[config.mk]
export PLATFORM = sky130hd
export DESIGN_NAME = iram_arbiter
export DESIGN_NICKNAME = d
export VERILOG_FILES = /design/src/rtl/iram_arbiter.sv
export SDC_FILE = /design/constraint.sdc
export NUM_CORES = 1
export LEC_CHECK = 0
export CAP_MARGIN = 20
export CORE_AREA = 4 4 96 98
export CTS_CLUSTER_DIAMETER = 80
export DETAILED_ROUTE_END_ITERATION = 16
export DIE_AREA = 0 0 100 102
export GPL_TIMING_DRIVEN = 0
export PLACE_DENSITY_LB_ADDON = 0.25
export RECOVER_POWER = 25
export SYNTH_ARGS = -nofsm -noshare
export SYNTH_HDL_FRONTEND = slang
export SYNTH_SLANG_ARGS = --single-unit
[constraint.sdc]
create_clock -name wb_clk_i -period 1.9 [get_ports wb_clk_i]
set_input_delay 0.38 -clock wb_clk_i [delete_from_list [all_inputs] [get_ports wb_clk_i]]
set_output_delay 0.38 -clock wb_clk_i [all_outputs]
set_load 0.02 [all_outputs]
[src/rtl/iram_arbiter.sv]
// -----------------------------------------------------------------------------
// iram_arbiter
//
// Shares one single-port instruction SRAM between a CPU fetch port and a
// Wishbone classic slave. The CPU has priority by default; its grant is
// combinational and the fetched word is presented one cycle later. Wishbone
// accesses run through a two-state FSM (IDLE/ACK) and are acknowledged one
// cycle after acceptance. Accesses outside the RAM window are acknowledged
// with zero data without touching the SRAM and without arbitration.
//
// Optional feature: define IRAM_ARB_STARVE_GUARD_EN to add a starvation
// counter that forces a Wishbone grant after STARVE_LIMIT denied cycles.
// Without the macro, arbitration is strict CPU priority.
//
// Ports
//   wb_clk_i, wb_rst_ni        clock, synchronous active-low reset
//   wbs_*                      Wishbone classic slave (stb/cyc/we/sel/dat/adr,
//                              ack/dat_o)
//   cpu_req_i, cpu_addr_i      CPU fetch request and byte address
//   cpu_gnt_o                  fetch grant (same cycle as request)
//   cpu_rvalid_o, cpu_rdata_o  fetched word, one cycle after the grant
//   ram_*                      single-port SRAM port (csb/web active-low)
// -----------------------------------------------------------------------------
module iram_arbiter #(
   parameter int          RAM_ADDR_WIDTH_WORDS = 9,
   parameter logic [31:0] BASE_ADDR            = 32'h3000_0000,
   parameter int          STARVE_LIMIT         = 8
) (
   input  logic                            wb_clk_i,
   input  logic                            wb_rst_ni,
   input  logic                            wbs_stb_i,
   input  logic                            wbs_cyc_i,
   input  logic                            wbs_we_i,
   input  logic [3:0]                      wbs_sel_i,
   input  logic [31:0]                     wbs_dat_i,
   input  logic [31:0]                     wbs_adr_i,
   output logic                            wbs_ack_o,
   output logic [31:0]                     wbs_dat_o,
   input  logic                            cpu_req_i,
   input  logic [31:0]                     cpu_addr_i,
   output logic                            cpu_gnt_o,
   output logic                            cpu_rvalid_o,
   output logic [31:0]                     cpu_rdata_o,
   output logic                            ram_csb0,
   output logic                            ram_web0,
   output logic [3:0]                      ram_wmask0,
   output logic [RAM_ADDR_WIDTH_WORDS-1:0] ram_addr0,
   output logic [31:0]                     ram_din0,
   input  logic [31:0]                     ram_dout0
);

   // Lowest byte-address bit above the RAM window.
   localparam int TAG_LO = RAM_ADDR_WIDTH_WORDS + 2;

   typedef enum logic {
      IDLE = 1'b0,
      ACK  = 1'b1
   } wb_state_t;

   wb_state_t state_q, state_d;

   logic wb_pend_p0;
   logic wb_hit_p0;
   logic wb_gnt_p0;
   logic wb_miss_p0;
   logic cpu_gnt_p0;
   logic starve_force_p0;
   logic vld_p1;
   logic wb_rd_p1;

   // Byte-offset bits and the CPU's out-of-window bits carry no meaning here.
   logic unused_addr_bits;
   assign unused_addr_bits = ^{wbs_adr_i[1:0], cpu_addr_i[31:TAG_LO], cpu_addr_i[1:0]};

   // ---- stage p0: request decode and arbitration ----
   // A stb still high during ACK belongs to the cycle being acknowledged.
   assign wb_pend_p0 = wbs_cyc_i & wbs_stb_i & (state_q == IDLE);
   assign wb_hit_p0  = (wbs_adr_i[31:TAG_LO] == BASE_ADDR[31:TAG_LO]);

`ifdef IRAM_ARB_STARVE_GUARD_EN
   localparam int               CNT_W = $clog2(STARVE_LIMIT + 1);
   localparam logic [CNT_W-1:0] LIMIT = CNT_W'(STARVE_LIMIT);

   logic [CNT_W-1:0] starve_cnt_q;

   assign starve_force_p0 = (starve_cnt_q >= LIMIT);

   // Counts denied hit cycles; saturates at LIMIT because the next pending
   // cycle is then granted, which clears it.
   always_ff @(posedge wb_clk_i) begin
      if (!wb_rst_ni) begin
         starve_cnt_q <= '0;
      end else if (wb_gnt_p0) begin
         starve_cnt_q <= '0;
      end else if (wb_pend_p0 && wb_hit_p0 && !starve_force_p0) begin
         starve_cnt_q <= starve_cnt_q + 1'b1;
      end
   end
`else
   assign starve_force_p0 = 1'b0;
`endif

   // Reset gates every grant so the SRAM is idle while wb_rst_ni is low.
   assign wb_gnt_p0  = wb_rst_ni & wb_pend_p0 & wb_hit_p0 & (~cpu_req_i | starve_force_p0);
   assign wb_miss_p0 = wb_rst_ni & wb_pend_p0 & ~wb_hit_p0;
   assign cpu_gnt_p0 = wb_rst_ni & cpu_req_i & ~wb_gnt_p0;

   always_comb begin
      state_d    = state_q;
      ram_csb0   = 1'b1;
      ram_web0   = 1'b1;
      ram_wmask0 = 4'b0000;
      ram_addr0  = '0;
      ram_din0   = '0;

      case (state_q)
         IDLE:    if (wb_gnt_p0 || wb_miss_p0) state_d = ACK;
         ACK:     state_d = IDLE;
         default: state_d = IDLE;
      endcase

      if (wb_gnt_p0) begin
         ram_csb0  = 1'b0;
         ram_web0  = ~wbs_we_i;
         ram_addr0 = wbs_adr_i[TAG_LO-1:2];
         if (wbs_we_i) begin
            ram_wmask0 = wbs_sel_i;
            ram_din0   = wbs_dat_i;
         end
      end else if (cpu_gnt_p0) begin
         ram_csb0  = 1'b0;
         ram_addr0 = cpu_addr_i[TAG_LO-1:2];
      end
   end

   // ---- stage p1: SRAM data returns, ack / rvalid ----
   always_ff @(posedge wb_clk_i) begin
      if (!wb_rst_ni) begin
         state_q  <= IDLE;
         vld_p1   <= 1'b0;
         wb_rd_p1 <= 1'b0;
      end else begin
         state_q  <= state_d;
         vld_p1   <= cpu_gnt_p0;
         wb_rd_p1 <= wb_gnt_p0 & ~wbs_we_i;
      end
   end

   // Outputs are also gated by reset so an in-flight ack/rvalid vanishes the
   // moment reset is asserted, not one edge later.
   assign cpu_gnt_o    = cpu_gnt_p0;
   assign cpu_rvalid_o = vld_p1 & wb_rst_ni;
   assign cpu_rdata_o  = cpu_rvalid_o ? ram_dout0 : 32'h0;
   assign wbs_ack_o    = (state_q == ACK) & wb_rst_ni;
   assign wbs_dat_o    = (wbs_ack_o & wb_rd_p1) ? ram_dout0 : 32'h0;

endmodule

==> results.sh <==
export IMPL_status="finished with violations"
export IMPL_violations="negative setup slack"
export IMPL_vias=2528
export IMPL_fp_dieW_um=100
export IMPL_place_congestion=0.752
export IMPL_h_tree_depth=1
export IMPL_synthArstFlopShare_pct=0
export IMPL_core_area_um2=8470
export IMPL_num_io_pins=252
export IMPL_slew_viol_final=0
export IMPL_multi_input_area_um2=1550
export IMPL_syn_avg_cell_area_um2=5.98
export IMPL_muxShareOfSynthArea_pct=0
export IMPL_seq_area_um2=61.3
export IMPL_synth_cell_types=26
export IMPL_overflow=0
export IMPL_portBuffers=225
export IMPL_firstDrtPassIters=4
export IMPL_finalClockSkew_ns=0.0000312
export IMPL_cp_end_kind="output port"
export IMPL_syn_to_final_growth_pct=245
export IMPL_ctsLongestPathBuffers=2
export IMPL_synth_warnings=0
export IMPL_yosys_top_cells_count="nand2_1 (45), and2_1 (36), nor3_1 (34)"
export IMPL_n_fill_cell=794
export IMPL_whs_ns=0.524
export IMPL_tns_ns=-8.94
export IMPL_synth_xor_area_share_pct=0
export IMPL_nets=597
export IMPL_worstPathArrival_ns=1.74
export IMPL_drc_errors=0
export IMPL_synth_seq_cells=3
export IMPL_clkLatencyLatePin_ns=0.22
export IMPL_fin_util_pct=52.1
export IMPL_syn_num_nets=352
export IMPL_grt_max_degree=11
export IMPL_initial_core_util_pct=15.1
export IMPL_row_count=34
export IMPL_die_area_um2=10200
export IMPL_clk_pin_slew_ns=0.03
export IMPL_min_period_ns=2.12
export IMPL_setup_violations_final=75
export IMPL_dpl_cell_count=547
export IMPL_worstSetupPathType="reg -> out"
export IMPL_drtIter0Drc=39
export IMPL_die_h_um=102
export IMPL_synthCells=214
export IMPL_synth_compound_area_share_pct=8.90
export IMPL_cts_hold_buf=0
export IMPL_cts_tree="yes"
export IMPL_wl_per_cell_um=16.9
export IMPL_synth_top_family_by_area="simple AND/OR/NAND/NOR gates"
export IMPL_synth_edf_count=0
export IMPL_worstSetupStartpointType="flip-flop"
export IMPL_synth_ff_type="dfxtp_1"
export IMPL_worst_slack_ns=-0.221
export IMPL_yosys_area_share_adder_pct=0
export IMPL_dpl_hpwl_mm=7.27
export IMPL_worst_ep_required_time_ns=1.52
export IMPL_synth_simple_area_share_pct=74.2
export IMPL_synth_top_cell_area_share_pct=17.6
export IMPL_hp_class="in -> reg"
export IMPL_tightest_slew_ns=0.423
export IMPL_grt_pass1_vias=2574
export IMPL_antenna_left=0
export IMPL_hold_viol_final=0
export IMPL_slew_limit_headroom_pct=71.8
export IMPL_vias_per_cell=4.47
export IMPL_grt_usage_pct=16.6
export IMPL_final_cell_count_no_fill=566
export IMPL_diodes=0
export IMPL_rsz0062_at_grt="yes"
export IMPL_drive_gt1_share_pct=34.7
export IMPL_power_density_nw_per_um2=164
export IMPL_cts_buffers=3
export IMPL_cp_max_fo=5
export IMPL_min_period_over_period_pct=112
export IMPL_peakVddDrop_uv=116
export IMPL_fmax_mhz=472
export IMPL_syn_area_um2=1280
export IMPL_synthTopCellsByArea="and2_1 (18%), and3_1 (16%), nor3_1 (13%), nand2_1 (13%), dfxtp_1 (4.7%)"
export IMPL_synth_top_cell_by_area="and2_1"
export IMPL_cts_sinks=3
export IMPL_synth_most_common_cell="nand2_1"
export IMPL_wirelength_mm=9.59
export IMPL_leakagePower_nw=2.50
export IMPL_cap_violations=0
export IMPL_root_buffer="clkbuf_8"
export IMPL_dp_worst_setup_slack_ns=-1.31
export IMPL_synth_seq_area_share_pct=4.69
export IMPL_grt_pass1_wl_mm=13.6
export IMPL_antenna_found_initial=0
-- per-layer routing --
layer	GRT usage [%]	vias to the layer above	wire [um]
met4	3.83	0	146
met5	0	-	0
met3	4.23	12	704
met2	30.0	98	5010
li1	-	1238	-
met1	19.8	1180	3730
-- path summary, 6_finish.rpt --
| path | startpoint | endpoint | slack (ns) | cells after the start |
|---|---|---|---|---|
| worst min-delay path | wbs_we_i | wb_rd_p1 | 0.52 | 2 |
| worst max-delay path | state_q | ram_din0[2] | -0.22 | 6 |
| worst min register to register | state_q | state_q | 0.75 | 2 |
| worst max register to register | state_q | wb_rd_p1 | 0.45 | 4 |
-- registers in the layout (all words and copies together), names as in the netlist --
signal	count
state_q	1
vld_p1	1
wb_rd_p1	1
-- power breakdown --
part	leakage (nW)	total (mW)	internal (mW)	switching [mW]
clock network	0.0228	0.190	0.143	0.0465
registers	0.0250	0.0676	0.0656	0.00199
logic	2.45	0.466	0.270	0.196
-- worst max-delay path, stage by stage, from the launching register on --
cell and delay (ns):
dfxtp_2 0.31, and4b_2 0.36, nand4b_4 0.17, buf_8 0.19
buf_8 0.14, nor3_4 0.21, buf_6 0.14
-- area by class of cell --
cell class	instances	area share [%]
Timing Repair Buffer	239	53.3
Inverter	10	0.851
Sequential cell	3	1.39
Tap cell	108	3.06
Multi-Input combinational cell	178	35.2
Buffer	24	5.19
Clock buffer	4	1.02
-- through the flow --
step / total power [mW] / area [um2]
2_1_floorplan: 0.200 / 1370
3_3_place_gp: 0.514 / 3750
4_1_cts: 0.716 / 4140
5_1_grt: 0.770 / 4410
6_report: 0.724 / 4410
3_5_place_dp: 0.520 / 3750
-- layout by cell type, fill, tap and decap left out, drive strengths merged --
cell | synthesis | layout
a21oi | 1 | 1
and2 | 36 | 36
and3 | 33 | 33
and3b | 1 | 1
and4 | 1 | 1
and4b | 2 | 2
buf | 8 | 81
clkbuf | 16 | 25
clkdlybuf4s15 | 0 | 40
clkdlybuf4s50 | 0 | 86
dfxtp | 3 | 3
dlygate4sd2 | 0 | 35
inv | 10 | 10
nand2 | 46 | 46
nand2b | 1 | 1
nand3 | 2 | 2
nand4 | 1 | 1
nand4b | 1 | 2
nor2 | 1 | 1
nor3 | 36 | 36
nor4 | 5 | 5
o21a | 1 | 1
o41ai | 9 | 9
-- timing repair --
item,CTS,global route
setup endpoints to repair,114,106
pin swaps,33,21
setup buffers,7,2
gates resized for setup,534,71
gates cloned,5,1
endpoints found under the hold margin,0,0
-- kinds of logic (layout without fill, tap and decap cells) --
group                  after synthesis  count (layout)
AOI/OAI and AO/OA                   11              11
buffers and inverters               34             277
DFF                                  3               3
and+or+nand+nor                    166             167
Power figures use the tool's default switching activity.
